File: src/rtl/axi_master_bridge.sv
// axi_master_bridge: core-side AXI4 master engine. Accepts one requester
// transaction at a time and turns it into an INCR read burst (AR/R) or a
// single-beat write (AW/W/B). Read beats and write completions go back to
// the requester. AXI ordering/ID violations raise a sticky proto_err.
//
// Handshake semantics: a transfer happens on a rising clk edge where the
// source's valid and the sink's ready are both high. Every AXI valid here
// depends only on registered state, so it never depends combinationally on
// its own ready. Payload comes from registers captured at request accept
// and stays stable while valid is high.
module axi_master_bridge #(
  parameter logic [3:0] MASTER_ID = 4'd0,
  parameter int         DATA_BITS = 32
) (
  input  logic                   clk,
  input  logic                   rst,
  // requester side
  input  logic                   req_valid,
  output logic                   req_ready,
  input  logic                   req_write,
  input  logic [31:0]            req_addr,
  input  logic [3:0]             req_len,
  input  logic [DATA_BITS-1:0]   req_wdata,
  input  logic [DATA_BITS/8-1:0] req_wstrb,
  output logic                   rsp_valid,
  input  logic                   rsp_ready,
  output logic [DATA_BITS-1:0]   rsp_data,
  output logic                   rsp_last,
  output logic                   rsp_err,
  output logic                   wr_done,
  output logic                   wr_err,
  output logic                   proto_err,
  // AXI read address channel
  output logic                   arvalid,
  input  logic                   arready,
  output logic [3:0]             arid,
  output logic [31:0]            araddr,
  output logic [3:0]             arlen,
  output logic [2:0]             arsize,
  output logic [1:0]             arburst,
  // AXI read data channel
  input  logic                   rvalid,
  output logic                   rready,
  input  logic [3:0]             rid,
  input  logic [DATA_BITS-1:0]   rdata,
  input  logic [1:0]             rresp,
  input  logic                   rlast,
  // AXI write address channel
  output logic                   awvalid,
  input  logic                   awready,
  output logic [3:0]             awid,
  output logic [31:0]            awaddr,
  output logic [3:0]             awlen,
  output logic [2:0]             awsize,
  output logic [1:0]             awburst,
  // AXI write data channel
  output logic                   wvalid,
  input  logic                   wready,
  output logic [DATA_BITS-1:0]   wdata,
  output logic [DATA_BITS/8-1:0] wstrb,
  output logic                   wlast,
  // AXI write response channel
  input  logic                   bvalid,
  output logic                   bready,
  input  logic [3:0]             bid,
  input  logic [1:0]             bresp,
  // debug: current FSM state
  output logic [2:0]             fsm_state
);

  localparam int         STRB_BITS = DATA_BITS / 8;
  localparam logic [2:0] AXI_SIZE  = 3'($clog2(STRB_BITS));
  localparam logic [1:0] BURST_INCR = 2'b01;

  typedef enum logic [2:0] {
    IDLE    = 3'd0,
    RD_ADDR = 3'd1,
    RD_DATA = 3'd2,
    WR_ADDR = 3'd3,
    WR_RESP = 3'd4
  } state_t;

  state_t                 state, state_next;
  logic [31:0]            addr_q;
  logic [3:0]             len_q;
  logic [DATA_BITS-1:0]   wdata_q;
  logic [STRB_BITS-1:0]   wstrb_q;
  logic                   aw_done, w_done;
  // 5 bits so a 16-beat burst (len 15) counts to 16 without wrapping
  logic [4:0]             beat_cnt;
  logic                   r_hs;
  logic                   last_expected;

  // State register
  always_ff @(posedge clk or negedge rst) begin
    if (!rst) state <= IDLE;
    else      state <= state_next;
  end

  // Next-state and channel valid/ready generation
  always_comb begin
    state_next = state;
    req_ready  = 1'b0;
    arvalid    = 1'b0;
    rready     = 1'b0;
    awvalid    = 1'b0;
    wvalid     = 1'b0;
    bready     = 1'b0;
    case (state)
      IDLE: begin
        req_ready = 1'b1;
        if (req_valid) state_next = req_write ? WR_ADDR : RD_ADDR;
      end
      RD_ADDR: begin
        arvalid = 1'b1;
        if (arready) state_next = RD_DATA;
      end
      RD_DATA: begin
        rready = rsp_ready;
        // A missing RLAST keeps us here until it finally arrives
        if (rvalid && rsp_ready && rlast) state_next = IDLE;
      end
      WR_ADDR: begin
        awvalid = !aw_done;
        wvalid  = !w_done;
        // Either channel may already be done, or both may finish together
        if ((aw_done || awready) && (w_done || wready)) state_next = WR_RESP;
      end
      WR_RESP: begin
        bready = 1'b1;
        if (bvalid) state_next = IDLE;
      end
      default: state_next = IDLE;
    endcase
  end

  assign r_hs          = rvalid && rready;
  assign last_expected = (beat_cnt == {1'b0, len_q});

  // Request capture, write-channel done flags, beat counter, sticky error
  always_ff @(posedge clk or negedge rst) begin
    if (!rst) begin
      addr_q    <= '0;
      len_q     <= '0;
      wdata_q   <= '0;
      wstrb_q   <= '0;
      aw_done   <= 1'b0;
      w_done    <= 1'b0;
      beat_cnt  <= '0;
      proto_err <= 1'b0;
    end else begin
      case (state)
        IDLE: begin
          if (req_valid) begin
            addr_q  <= req_addr;
            len_q   <= req_write ? 4'd0 : req_len;
            wdata_q <= req_wdata;
            wstrb_q <= req_wstrb;
            aw_done <= 1'b0;
            w_done  <= 1'b0;
          end
        end
        RD_ADDR: begin
          if (arready) beat_cnt <= '0;
        end
        RD_DATA: begin
          if (r_hs) begin
            beat_cnt <= beat_cnt + 5'd1;
            if (rid != MASTER_ID)              proto_err <= 1'b1;
            if (rlast != last_expected)        proto_err <= 1'b1;
          end
        end
        WR_ADDR: begin
          if (awvalid && awready) aw_done <= 1'b1;
          if (wvalid && wready)   w_done  <= 1'b1;
        end
        WR_RESP: begin
          if (bvalid && bid != MASTER_ID) proto_err <= 1'b1;
        end
        default: ;
      endcase
    end
  end

  // Registered AXI payloads
  assign arid    = MASTER_ID;
  assign araddr  = addr_q;
  assign arlen   = len_q;
  assign arsize  = AXI_SIZE;
  assign arburst = BURST_INCR;

  assign awid    = MASTER_ID;
  assign awaddr  = addr_q;
  assign awlen   = 4'd0;
  assign awsize  = AXI_SIZE;
  assign awburst = BURST_INCR;
  assign wdata   = wdata_q;
  assign wstrb   = wstrb_q;
  assign wlast   = 1'b1;

  // Requester-facing read beat passthrough and write completion
  assign rsp_valid = (state == RD_DATA) && rvalid;
  assign rsp_data  = rdata;
  assign rsp_last  = rlast;
  assign rsp_err   = (rresp != 2'b00);
  assign wr_done   = (state == WR_RESP) && bvalid;
  assign wr_err    = wr_done && (bresp != 2'b00);

  assign fsm_state = state;

endmodule

File: config.mk
export PLATFORM = sky130hd
export DESIGN_NAME = axi_master_bridge
export DESIGN_NICKNAME = d
export VERILOG_FILES = /design/src/rtl/axi_master_bridge.sv
export SDC_FILE = /design/constraint.sdc
export NUM_CORES = 1
export LEC_CHECK = 0
export ABC_AREA = 1
export CORE_UTILIZATION = 30
export CTS_BUF_LIST = sky130_fd_sc_hd__clkbuf_2
export DETAILED_ROUTE_END_ITERATION = 12
export PLACE_DENSITY = 0.71
export SYNTH_ARGS = -nofsm -noshare
export SYNTH_HDL_FRONTEND = slang
export SYNTH_SLANG_ARGS = --single-unit
File: constraint.sdc
create_clock -name clk -period 2.6 [get_ports clk]
set_input_delay 0.52 -clock clk [delete_from_list [all_inputs] [get_ports clk]]
set_output_delay 0.52 -clock clk [all_outputs]
set_load 0.005 [all_outputs]
Word-level counts from Yosys, hierarchy flattened:

Index checks and enable logic that the tools add are counted.

* memories: 0
* latch bits: 0
* logic and storage cells: 81
* output and inout port bits: 174
* register bits after elaboration: 83
* RAM bits: 0
* memory bits (read-only): 0

* div/mod/pow operators: 0
* reduce and logical (&&, ||, !) cells: 28
* bitwise operators: 0
* shift operators: 0
* mux-type cells: 27
* multiply operators: 0
* magnitude comparators: 0
* add/sub/neg operators: 1
* eq/ne operators: 16

Operators by type and width (number)
* $ne A2 B2 Y1 const B: 9
* $mux W3: 5
* $pmux W3 S5: 1
* $mux W1: 13
* $logic_and A1 B1 Y1: 10
* $mux W5: 2
* $pmux W5 S2: 1
* $reduce_bool A2 Y1: 5
* $reduce_and A3 Y1: 3
* $reduce_bool A4 Y1: 2
* $eq A3 B2 Y1 const B: 2
* $pmux W1 S2: 3
* $add A5 B1 Y5 const B: 1
* $eq A5 B4 Y1: 1
* $reduce_and A5 Y1: 1
* $mux W4: 1
* $reduce_and A4 Y1: 1
* $eq A3 B1 Y1 const B: 1
* $eq A3 B3 Y1 const B: 1
* $logic_not A3 Y1: 1
* $ne A3 B3 Y1 const B: 1
* $logic_not A1 Y1: 2
* $logic_or A1 B1 Y1: 2
* $mux W2: 1
* other kinds (2): 2

Longest topological paths before layout:

* word-level depth: 5
* mapped depth: 9
* mapped depth without buffers: 9

Least setup slack after synthesis:

Ideal clock, no wire load.

* path kind: register to output
* start: register state[0] (netlist: fsm_state[0])
* end: output wr_err
* stages on the path, launching flop included: 5
* data required time: 2080 ps
* arrival time: 1007 ps
* slack: 1073 ps
* cell sequence: dfrtp_1 nor3_2 inv_1 nor2_2 o21a_1

* longest elaborated chain between the ends: 3

RTL lines
* start: declaration: line 83 `state_t state, state_next;`
* start signal: assignment: line 97 `else state <= state_next;`
* $eq A3 B3 Y1: line 206 `assign wr_done = (state == WR_RESP) && bvalid;`
* $logic_and A1 B1 Y1: line 206
* net wr_done: line 30 `output logic wr_done,`
* $logic_and A1 B1 Y1: line 207 `assign wr_err = wr_done && (bresp != 2'b00);`
* end: declaration: line 31 `output logic wr_err,`

The timed path passes the listed nets, and every way through them passes these cells.

Worst setup path after layout:

* start: register state[1] (netlist: fsm_state[1])
* end: output arvalid

* longest elaborated chain between the ends: 2

RTL lines
* $eq A3 B1 Y1: line 109 `case (state)`
* $mux W1: line 109
* end: declaration: line 34 `output logic arvalid,`

Every way passes these cells.

==> Implementation_results.wiki <==
{| class="wikitable"
! Metric !! Value
|-
| Post-synthesis instance area || 0.00416 mm²
|-
| Fraction of layout cells with a size suffix above 1 || 0.0763
|-
| Clock sink total || 83
|-
| Antenna violations before repair || 2
|-
| Layout Cells excl Fill || 846
|-
| Clock latency of the later-clocked register in the worst-skew pair || 0.57 ns
|-
| Clock H-tree levels || 3
|-
| Startpoint kind of the worst setup timing path || register
|-
| Area delta synth->final || 47.6%
|-
| Post-synthesis cell type count || 26
|-
| Outcome || finished clean
|-
| Chip Height || 120 µm
|-
| Metal2 WL || about 5200 µm
|-
| Cell type with the highest aggregate area in the netlist || dfrtp_1
|-
| Detail-routed net length per standard cell || between 10 and 15 µm
|-
| CP max FO || 3
|-
| HPWL after detailed placement || around 7900 µm
|-
| Total congestion overflow || 0
|-
| Actual slew at the worst max-slew pin || 0.537 ns
|-
| Row Count || 42
|-
| Area share of the largest cell type after synthesis || 0.500
|-
| Largest net degree at the start of global routing || 48
|-
| Final Cell Area || around 0.0061 mm²
|-
| Peak Freq || a little over 0.4 GHz
|-
| TritonCTS clock tree || built
|-
| TritonRoute pass-1 iters || 4
|-
| Number of nets with antenna violations after detailed routing || 0
|-
| Overall power consumption || 6.40 mW
|-
| Final cell utilization of the core || 0.458
|-
| Wire length on met1 || 4390 µm
|-
| Detail-routed via count per cell || about 4.1
|-
| Post-synth top flop || dfrtp_1
|-
| Root cell of the clock tree || clkbuf_2
|-
| Max-capacitance violation count || 0
|-
| Deepest clock path buffer count || 2
|-
| Top-level port count || 301
|-
| Amount of wire on met3 after detailed routing || about 800 µm
|-
| Required time of the worst setup path || roughly 2.1 ns
|-
| Area of the die || about 0.014 mm²
|-
| Via count of the first global-routing pass || roughly 3400
|-
| Synth Warn # || 0
|-
| FILL cells || roughly 1300
|-
| Post-DP Area || roughly 0.006 mm²
|-
| Die width || between 100 and 150 µm
|-
| Starting density of the core || 0.310
|-
| Top cells by area, synth || dfrtp_1 50%, nand2_1 21%, buf_4 17%, inv_1 1.7%, nor2_1 1.4%
|-
| First-pass GRT wire length || ~17000 µm
|-
| Number of placed instances with taps included || 819
|-
| Final clock period utilization by the worst path || 0.948
|-
| Area of the core || 0.0134 mm²
|-
| Drt total wl || 10600 µm
|-
| Relative max-transition margin || 0.642
|-
| Final routed DRC violation total || 0
|-
| Arr. time, crit path || around 1.9 ns
|-
| Total GRT Usage || 0.150
|-
| Share of the yosys chip area belonging to registers || 0.500
|-
| Leakage power || between 3 and 4 nW
|-
| Shortest period the worst path allows || around 2.5 ns
|-
| Type of element capturing the critical path || primary output
|-
| Sequential Area || 0.00208 mm²
|-
| Syn Area/Cell || roughly 8.2 µm²
|-
| Final weighted congestion in routability-driven placement || between 0.7 and 0.8
|-
| Hold crit path type || input pin to asynchronous set/reset pin
|-
| Routed vias || roughly 3500
|-
| Hold violation count in the final report || 0
|-
| IO Port Bufs || 213
|-
| Pins over their slew limit || 0
|-
| Number of enable flip-flop cells after synthesis || 0
|-
| Power density cells || approximately 1000 mW/mm²
|-
| Number of buffers inserted during clock tree synthesis || 9
|-
| Setup violations, final || 0
|-
| Fraction of synthesis flops using an asynchronous set or reset pin || 1.00
|-
| Clock tree skew after final layout || approximately 0.016 ns
|-
| Highest ir drop seen on vdd || between 400 and 500 µV
|-
| Net count, final || just under 800
|-
| Top layer used by detailed routing || met4
|-
| Area of combinational cells with multiple inputs || 0.00136 mm²
|-
| Flop and latch count out of synthesis || 83
|-
| Clock transition at the registers of the reported paths || 0.23 ns
|-
| Synthesized instance count || 507
|-
| Critical path class || register to primary output
|-
| Violation count after the first detailed-routing iteration || about 150
|}
==> layout make-up <==
| class | instances | area share |
|---|---|---|
| Antenna cell | 2 | 0.000815 |
| Timing Repair Buffer | 228 | 0.368 |
| Sequential cell | 83 | 0.339 |
| Clock buffer | 9 | 0.00734 |
| Inverter | 22 | 0.0135 |
| Tap cell | 176 | 0.0359 |
| Clock inverter | 6 | 0.0133 |
| Multi-Input combinational cell | 320 | 0.222 |
==> stage by stage <==
stage	setup slack, ns	setup TNS, ns	hold slack (ns)
4_1_cts	0.00271	0	0.359
6_report	0.136	0	0.425
3_3_place_gp	0.258	0	0.451
3_5_place_dp	0.245	0	0.452
5_1_grt	-0.0213	-0.0213	0.352
2_1_floorplan	1.07	0	0.224
==> Yosys cell counts (all sizes together), types with 2 or more instances <==
| cell | instances |
|---|---|
| or2 | 6 |
| nand4 | 2 |
| dfrtp | 83 |
| nand2 | 236 |
| a22o | 2 |
| inv | 22 |
| conb | 2 |
| nor3 | 4 |
| nor2 | 18 |
| buf | 103 |
| nand3 | 9 |
| o21ai | 13 |
| xor2 | 2 |
==> critical path, cell delays in order (launching register included) <==
cell and delay (ns):
dfrtp_1 0.48, buf_4 0.17, nor2_4 0.11, nand2_2 0.08
inv_1 0.05, clkdlybuf4s50_1 0.50
==> power breakdown <==
| part | switching [mW] | internal [mW] | leakage [nW] |
|---|---|---|---|
| clock | 0.435 | 0.306 | 0.0752 |
| sequential | 0.434 | 1.86 | 1.04 |
| combinational | 1.38 | 1.98 | 1.90 |
==> cell families after synthesis <==
group | share of synthesized area
other cells | 0.00181
simple gates | 0.264
xor+xnor | 0.00632
flops | 0.500
fa+ha+maj | 0.00301
compound gates | 0.0247
buf+inv | 0.200
==> per-layer routing <==
metal	track usage	up-vias
met3	0.0499	20
li1	-	1736
met1	0.172	1594
met4	0.0680	0
met2	0.254	140
met5	0	-
==> cell usage in the layout, fill, tap and decap left out, types with 5 or more instances in the layout <==
cell,instances
clkdlybuf4s50_1,206
nand2_1,233
nand3_1,9
inv_2,5
buf_4,14
inv_1,17
dfrtp_1,81
or2_2,5
o21ai_0,11
clkbuf_2,9
conb_1,23
nor2_1,14
==> final timing paths <==
path | slack, ns | cells past startpoint | startpoint | end
setup reg to reg | 0.60 | 9 | fsm_state[1]$_DFFE_PN0P_ | arlen[1]$_DFFE_PN0P_
max in group asynchronous | 1.53 | 3 | rst | wdata[12]$_DFFE_PN0P_
hold / removal | 0.43 | 2 | rst | wdata[6]$_DFFE_PN0P_
min in group clk | 0.44 | 3 | req_wdata[10] | wdata[10]$_DFFE_PN0P_
hold reg to reg | 0.49 | 2 | proto_err$_DFFE_PN0P_ | proto_err$_DFFE_PN0P_
setup / recovery | 0.14 | 5 | fsm_state[1]$_DFFE_PN0P_ | arvalid
==> repair_timing <==
action | in CTS | in global routing
endpoints found under the hold margin | 39 | 0
endpoints found under the setup margin | 6 | 5
gates resized for setup | 13 | 5
setup buffers | 8 | 1
pin swaps | 3 | 1
hold buffers | 1 | 0
==> registers in the layout, summed over array words and instances (netlist names) <==
register	flops
araddr	32
wdata	32
beat_cnt	5
arlen	4
wstrb	4
fsm_state	3
aw_done	1
proto_err	1
w_done	1
No activity file was read; power rests on OpenSTA's default activity.
